`src/rtl/dma_mux_pkg.sv`:
```
// Shared types for the DMA channel mux: FSM states and arbitration modes.
package dma_mux_pkg;

  typedef enum logic {
    MUX_IDLE = 1'b0,
    MUX_LOCK = 1'b1
  } mux_state_e;

  typedef enum logic {
    ARB_RR    = 1'b0,
    ARB_FIXED = 1'b1
  } arb_mode_e;

endpackage

```
`src/rtl/dma_rr_arbiter.sv`:
```
// Combinational channel arbiter: round-robin from a pointer, or fixed lowest-index priority.
module dma_rr_arbiter
  import dma_mux_pkg::*;
#(
  parameter int  NUM_CH   = 4,
  parameter int  ARB_MODE = 0,
  localparam int CH_W     = $clog2(NUM_CH)
) (
  input  logic [NUM_CH-1:0] i_req,
  input  logic [CH_W-1:0]   i_ptr,
  output logic [NUM_CH-1:0] o_grant,
  output logic [CH_W-1:0]   o_grant_idx,
  output logic              o_any
);

  localparam bit IS_FIXED = (ARB_MODE == int'(ARB_FIXED));

  logic [CH_W-1:0] w_idx;

  always_comb begin
    // NOTE: combinational blocks use blocking '=' so later statements see earlier results.
    // NOTE: every output gets a default before the loop, otherwise a latch is inferred.
    o_grant     = '0;
    o_grant_idx = '0;
    o_any       = 1'b0;
    w_idx       = '0;
    for (int k = 0; k < NUM_CH; k++) begin
      w_idx = IS_FIXED ? CH_W'(k) : CH_W'((int'(i_ptr) + k) % NUM_CH);
      if (!o_any && i_req[w_idx]) begin
        o_any          = 1'b1;
        o_grant[w_idx] = 1'b1;
        o_grant_idx    = w_idx;
      end
    end
  end

endmodule

```
`src/rtl/dma_chan_mux.sv`:
```
// N-channel DMA stream mux: locks one channel per burst and forwards beats
// through a registered valid/ready output stage.
module dma_chan_mux
  import dma_mux_pkg::*;
#(
  parameter int  NUM_CH     = 4,
  parameter int  DATA_WIDTH = 32,
  parameter int  ARB_MODE   = 0,
  localparam int CH_W       = $clog2(NUM_CH)
) (
  input  logic                         clk,
  input  logic                         rst,
  input  logic [NUM_CH-1:0]            ch_en,
  input  logic [NUM_CH-1:0]            s_valid,
  input  logic [NUM_CH*DATA_WIDTH-1:0] s_data,
  input  logic [NUM_CH-1:0]            s_last,
  output logic [NUM_CH-1:0]            s_ready,
  output logic                         m_valid,
  output logic [DATA_WIDTH-1:0]        m_data,
  output logic                         m_last,
  output logic [CH_W-1:0]              m_ch,
  input  logic                         m_ready,
  output logic                         busy
);

  localparam bit IS_FIXED = (ARB_MODE == int'(ARB_FIXED));

  mux_state_e            r_state;
  logic [CH_W-1:0]       r_grant;
  logic [NUM_CH-1:0]     r_grant_oh;
  logic [CH_W-1:0]       r_rr_ptr;
  logic                  r_m_valid;
  logic [DATA_WIDTH-1:0] r_m_data;
  logic                  r_m_last;
  logic [CH_W-1:0]       r_m_ch;

  logic [NUM_CH-1:0]     w_arb_oh;
  logic [CH_W-1:0]       w_arb_idx;
  logic                  w_arb_any;
  logic                  w_out_free;
  logic                  w_accept;
  logic                  w_sel_last;
  logic [CH_W-1:0]       w_next_ptr;
  logic [DATA_WIDTH-1:0] w_beat [NUM_CH];

  for (genvar i = 0; i < NUM_CH; i++) begin : g_unpack
    assign w_beat[i] = s_data[i*DATA_WIDTH +: DATA_WIDTH];
  end

  dma_rr_arbiter #(
    .NUM_CH   (NUM_CH),
    .ARB_MODE (ARB_MODE)
  ) u_arb (
    .i_req       (s_valid & ch_en),
    .i_ptr       (r_rr_ptr),
    .o_grant     (w_arb_oh),
    .o_grant_idx (w_arb_idx),
    .o_any       (w_arb_any)
  );

  // Output slot is free when empty or being drained this cycle; s_ready sees only m_ready.
  assign w_out_free = !r_m_valid || m_ready;
  assign s_ready    = (r_state == MUX_LOCK && w_out_free) ? r_grant_oh : '0;
  assign w_accept   = (r_state == MUX_LOCK) && s_valid[r_grant] && w_out_free;
  assign w_sel_last = s_last[r_grant];
  assign w_next_ptr = (r_grant == CH_W'(NUM_CH - 1)) ? '0 : r_grant + 1'b1;

  always_ff @(posedge clk) begin
    // NOTE: sequential state uses non-blocking '<=' so all registers update from pre-edge values.
    if (rst) begin
      r_state    <= MUX_IDLE;
      r_grant    <= '0;
      r_grant_oh <= '0;
      r_rr_ptr   <= '0;
      r_m_valid  <= 1'b0;
      r_m_data   <= '0;
      r_m_last   <= 1'b0;
      r_m_ch     <= '0;
    end else begin
      if (w_accept) begin
        r_m_valid <= 1'b1;
        r_m_data  <= w_beat[r_grant];
        r_m_last  <= w_sel_last;
        r_m_ch    <= r_grant;
      end else if (r_m_valid && m_ready) begin
        r_m_valid <= 1'b0;
      end

      case (r_state)
        MUX_IDLE: begin
          if (w_arb_any) begin
            r_grant    <= w_arb_idx;
            r_grant_oh <= w_arb_oh;
            r_state    <= MUX_LOCK;
          end
        end
        MUX_LOCK: begin
          // Burst ends only when its last beat is actually taken.
          if (w_accept && w_sel_last) begin
            r_state <= MUX_IDLE;
            if (!IS_FIXED) r_rr_ptr <= w_next_ptr;
          end
        end
      endcase
    end
  end

  assign m_valid = r_m_valid;
  assign m_data  = r_m_data;
  assign m_last  = r_m_last;
  assign m_ch    = r_m_ch;
  assign busy    = (r_state == MUX_LOCK);

endmodule
```
`config.mk`:
```
export PLATFORM = sky130hd
export DESIGN_NAME = dma_chan_mux
export DESIGN_NICKNAME = d
export VERILOG_FILES = /design/src/rtl/dma_mux_pkg.sv /design/src/rtl/dma_rr_arbiter.sv /design/src/rtl/dma_chan_mux.sv
export SDC_FILE = /design/constraint.sdc
export NUM_CORES = 1
export LEC_CHECK = 0
export ABC_AREA = 1
export BUFFER_PORTS_ARGS = -buffer_cell sky130_fd_sc_hd__buf_2
export CAP_MARGIN = 20
export CORE_MARGIN = 2
export CORE_UTILIZATION = 40
export CTS_BUF_LIST = sky130_fd_sc_hd__clkbuf_4 sky130_fd_sc_hd__clkbuf_8 sky130_fd_sc_hd__clkbuf_16
export CTS_CLUSTER_SIZE = 25
export DETAILED_ROUTE_END_ITERATION = 10
export PLACE_DENSITY_LB_ADDON = 0.12
export SYNTH_ARGS = -nofsm -noshare
export SYNTH_HDL_FRONTEND = slang
export SYNTH_SLANG_ARGS = --single-unit
export TNS_END_PERCENT = 10
```
`constraint.sdc`:
```
create_clock -name clk -period 1.8 [get_ports clk]
set_input_delay 0.36 -clock clk [delete_from_list [all_inputs] [get_ports clk]]
set_output_delay 0.36 -clock clk [all_outputs]
set_load 0.05 [all_outputs]
```
# Yosys cells after proc, flatten, opt, wreduce, memory -nomap -nowiden
# Index checks and enable logic that the tools add are counted.
# W data, S select, Z words.
[op_classes] n_eq_ne=1 add_sub_neg=4 n_div=0 reduce_logical=20 multipliers=0 n_lt_le_gt_ge=10 mux=42 bitwise_logic=6 shift=0
[ops] op="$bmux W32 S2" n=1
[ops] op="$mux W32" n=2
[ops] op="$mux W4" n=5
[ops] op="$mux W1" n=18
[ops] op="$lt A2 B3 Y1 const B" n=5
[ops] op="$bmux W1 S2" n=6
[ops] op="$logic_and A1 B1 Y1" n=12
[ops] op="$or A4 B4 Y4" n=3
[ops] op="$mux W2" n=5
[ops] op="$demux W1 S2" n=4
[ops] op="$ge A2 B1 Y1 const B" n=4
[ops] op="$add A2 B1 Y2 const B" n=2
[ops] op="$add A2 B2 Y2 const B" n=2
[ops] op="$and A4 B4 Y4" n=1
[ops] op="$logic_not A1 Y1" n=4
[ops] op="$reduce_and A2 Y1" n=2
[ops] op="$ge A3 B3 Y1 const B" n=1
[ops] op="$not A2 Y3" n=1
[ops] op="$eq A2 B2 Y1 const B" n=1
[ops] op="$pmux W1 S2" n=1
[ops] op="$reduce_bool A2 Y1" n=1
[ops] op="$logic_or A1 B1 Y1" n=1
[ops] op="$not A1 Y1" n=1
[word_totals] ram_bits=0 n_memories=0 latch_bits=0 wordCells=91 output_inout_bits=41 reg_bits=45 mem_bits_ro=0

# Longest topological paths before layout
[depth] ltp_word=15 depth_mapped=12 depth_no_buf=12

# Modules after synthesis
# From an unflattened synthesis, not the netlist that was laid out.
[hier_totals] hier_cells=494 hier_area_um2=3176.8
[modules_own_cells] module="dma_chan_mux" cells_each=420 n_inst=1 area_each_um2=2736.4
[modules_own_cells] module="dma_rr_arbiter" cells_each=74 n_inst=1 area_each_um2=440.4

# Worst setup path after synthesis
# No wires, ideal clock.
[synth_path] path_kind="register -> output" from="reg r_state, in the netlist busy" to="out s_ready[0]" path_slack_ps=-183 t_arrival_ps=1623 t_required_ps=1440 n_path_buf=0 path_stages_with_launch=3 path_cell_list="dfxtp_1 > nand2_1 > nor2_1"
[synth_via] elab_chain_cells=2
[synth_lines] element="start: declaration" line_no="dma_chan_mux.sv:28" source="mux_state_e r_state;"
[synth_lines] element="start signal: assignment" line_no="dma_chan_mux.sv:71" source="r_state <= MUX_IDLE;"
[synth_lines] element="start signal: assignment" line_no="dma_chan_mux.sv:94" source="r_state <= MUX_LOCK;"
[synth_lines] element="start signal: assignment" line_no="dma_chan_mux.sv:100" source="r_state <= MUX_IDLE;"
[synth_lines] element="$logic_and A1 B1 Y1" line_no="dma_chan_mux.sv:63" source="assign s_ready = (r_state == MUX_LOCK && w_out_free) ? r_grant_oh : '0;"
[synth_lines] element="$mux W4" line_no="dma_chan_mux.sv:63"
[synth_lines] element="end: declaration" line_no="dma_chan_mux.sv:17" source="output logic [NUM_CH-1:0] s_ready,"
# Every way passes these cells.

# Worst setup path after layout
[layout_path] from="reg r_state, in the netlist busy" to="out s_ready[2]"
# The elaborated chain is that of the path after synthesis.

==> impl_summary.txt <==
----------------------------------------------------
[Clocking]
  Master cell of the clock root buffer ... clkbuf_8
  Clock-pin slew reported for the worst setup and hold paths after clock tree synthesis ... approximately 0.08 ns
  Clock Path Buffers ... 2
  CTS tree ... done
  Total clock sinks ... 45
  TritonCTS Buffers ... 5
  CTS H-tree lvls ... 2
  Cts hold-fix bufs ... 0
  Worst skew pair latency ... ~0.3 ns

[Logic synthesis]
  Post-synth net total ... between 600 and 700
  Largest cells by area after synthesis ... dfxtp_1, nor2_1, o21ai_0, a31oi_1, nand2_1
  Flip-flop and latch count after synthesis ... 45
  Synth unique cells ... 26
  Primary FF master, synth ... dfxtp_1
  Count leader, synth ... nor2_1
  Sequential-to-total area share from yosys stat ... between 20% and 30%
  Proportion of register bits with asynchronous set or reset after synthesis ... 0%
  Share of the synthesized area in the top cell type ... just under 30%
  Leading post-synthesis cells by instance count ... nor2_1, o21ai_0, nand2_1
  Synthesized instance count ... between 400 and 500
  Number of flops mapped to enable cells by yosys ... 0
  Synthesized area divided by synthesized cell count ... between 6 and 7 sq um
  Cell type with the largest total area after synthesis ... dfxtp_1
  Synth warn ... 0
  Synthesized area ... around 3000 sq um

[Finish]
  Synthesis-to-layout area growth ... 37.98%
  Area of the multi-input gates ... between 1500 and 2000 sq um
  FF/Latch Area ... 903.4 sq um
  Nets@finish ... 808
  Count of antenna diodes in the layout ... 0
  Fraction of layout instances using a drive strength above 1 ... roughly a third
  Number of inserted filler cells in the final layout ... roughly 760

[Min path]
  Hold Crit Class ... input pin to register
  Hold Path Depth ... 2

[Global route]
  Number of global-route vias before repair ... about 3.5k
  First-pass GRT wire length ... roughly 16000 um
  Total gr overflow ... 0
  Pin count of the biggest net entering global routing ... 39
  Overall Global Routing Usage ... 23.04%
  Antenna violations before repair ... 0

[Critical path]
  Logic depth of the worst register-to-register path ... 10
  Required time at the worst-slack endpoint ... roughly 1.4 ns
  Critical Path AT ... 1.35 ns
  CP Launch Type ... register
  Worst setup path class ... register to output pin
  Critical Path End Type ... output pin
  CP Max Fanout ... 5

[Floorplanning]
  Initial Utilization ... between 40% and 50%
  Chip Height ... 91.01 um
  Die area ... between 8000 and 9000 sq um
  Horizontal die dimension ... about 91 um
  Io pins ... ~180
  Core box area ... between 7000 and 8000 sq um
  Number of cell rows ... 31

[Timing]
  Relative slew margins ... 75.53%
  Slew Limit Fails ... 0
  Final worst hold slack ... 0.2683 ns
  Total negative slack ... 0 ns
  Final number of hold-violating endpoints ... 0
  Endpoints failing setup ... 0
  Post-route clock skew ... a little under 0.008 ns
  F_max ... 586.5 MHz
  RSZ-0062 raised after global routing ... no
  Actual transition at the worst max-transition pin ... between 0.3 and 0.4 ns
  Share of the cycle needed by the critical path after routing ... between 90% and 100%
  Final worst path period need ... between 1.5 and 2 ns

[Routing]
  Top metal layer carrying routed signals ... met4
  Via Count ... ~3.8k
  Met3 WL post-DR ... around 630 um
  Post-Route M1 WL ... 4213 um
  Amount of wire on met2 after detailed routing ... 4697 um
  Post-route DRC ... 0
  DR iter-0 viols ... about 120
  Wire length reported by the detailed router ... between 9000 and 10000 um
  Vias per Instance ... around 5
  First-pass detailed-route iteration total ... 4
  Antenna viol nets, final ... 0
  Post-detailed-route wirelength per cell ... approximately 13 um

[Placement]
  Detailed placement HPWL ... 7325 um
  Count of port buffers added during placement ... 183
  GPL Wtd Cong ... ~0.88

[Pwr]
  Worst vdd ir ... roughly 0.64 mV
  Total power draw ... around 6.7 mW
  Power per cell area ... about 1600 nW/um^2
  Leakage power total ... 2.105 nW

[Run]
  Number of violations of the max-capacitance limit ... 0

[Run status]
  Result of the run ... finished clean

----------------------------------------------------
timing repair:
| item | CTS | global route |
|---|---|---|
| setup endpoints to repair | 0 | 8 |
| resized for setup | 0 | 6 |
| setup buffers | 0 | 0 |
cell usage in the layout, fill, tap and decap left out, types with 6 or more instances in the layout:
| master | Yosys | final |
|---|---|---|
| a31oi_1 | 32 | 32 |
| buf_4 | 3 | 12 |
| a21oi_1 | 8 | 8 |
| buf_2 | 7 | 183 |
| ha_1 | 8 | 7 |
| inv_1 | 13 | 13 |
| clkbuf_8 | 0 | 6 |
| nand2_1 | 46 | 45 |
| dfxtp_1 | 45 | 43 |
| nand3_1 | 23 | 23 |
| o21ai_1 | 17 | 17 |
| nor2_1 | 152 | 152 |
| o21ai_0 | 86 | 86 |
logic make-up after synthesis:
family,synth area share [%]
flip-flops,29.75
buffers and inverters,8.305
adder cells (fa/ha/maj),3.306
AND/OR/NAND/NOR,32.03
AO/OA/AOI/OAI,26.61
power by group:
group | total, mW | internal (mW) | switching [mW]
logic | 4.29 | 1.29 | 3.01
clock network | 0.812 | 0.468 | 0.344
registers | 1.55 | 1.36 | 0.196
total | 6.66 | 3.11 | 3.55
registers in the layout, summed over array words and instances (netlist names):
name and count:
m_valid 1, r_rr_ptr 2, r_grant_oh 4, busy 1, m_last 1, r_grant 2, m_data 32, m_ch 2
metal layers:
metal / vias up / global-route usage, %
li1: 1971 / -
met1: 1661 / 27.47
met2: 126 / 41.23
met3: 14 / 5.311
met4: 0 / 6.439
met5: - / 0
stage by stage:
step | setup WS [ns] | cell area, sq um | util, % | std cells
after floorplan | -0.1835 | 3028 | - | 485
after global placement | 0.1561 | 4025 | 55.20 | 749
after detailed placement | 0.08542 | 4025 | 55.20 | 749
after CTS | 0.07207 | 4145 | 56.85 | 757
after global routing | 0.03407 | 4178 | 57.29 | 757
final | 0.09496 | 4178 | 57.29 | 757
worst max-delay path, cell delays in order, from the launching register on:
cell	delay, ns
dfxtp_1	0.48
nand2_2	0.18
nor2_1	0.12
buf_2	0.27
final timing paths:
path | startpoint | to | slack (ns)
min reg2reg | m_last | m_last | 0.47
max | busy | s_ready[2] | 0.09
max reg2reg | r_rr_ptr[1] | r_grant[0] | 0.19
min | rst | m_valid | 0.27
final cells by class:
class                      count  area share [%]
sequential                    45           21.62
tap                           99           2.965
clock inverter                 1          0.7188
multi-input combinational    389           45.55
timing repair buffer         198           25.31
inverter                      18           1.677
clock buffer                   7           2.156
Note: power is estimated with default switching activity, not from simulation.
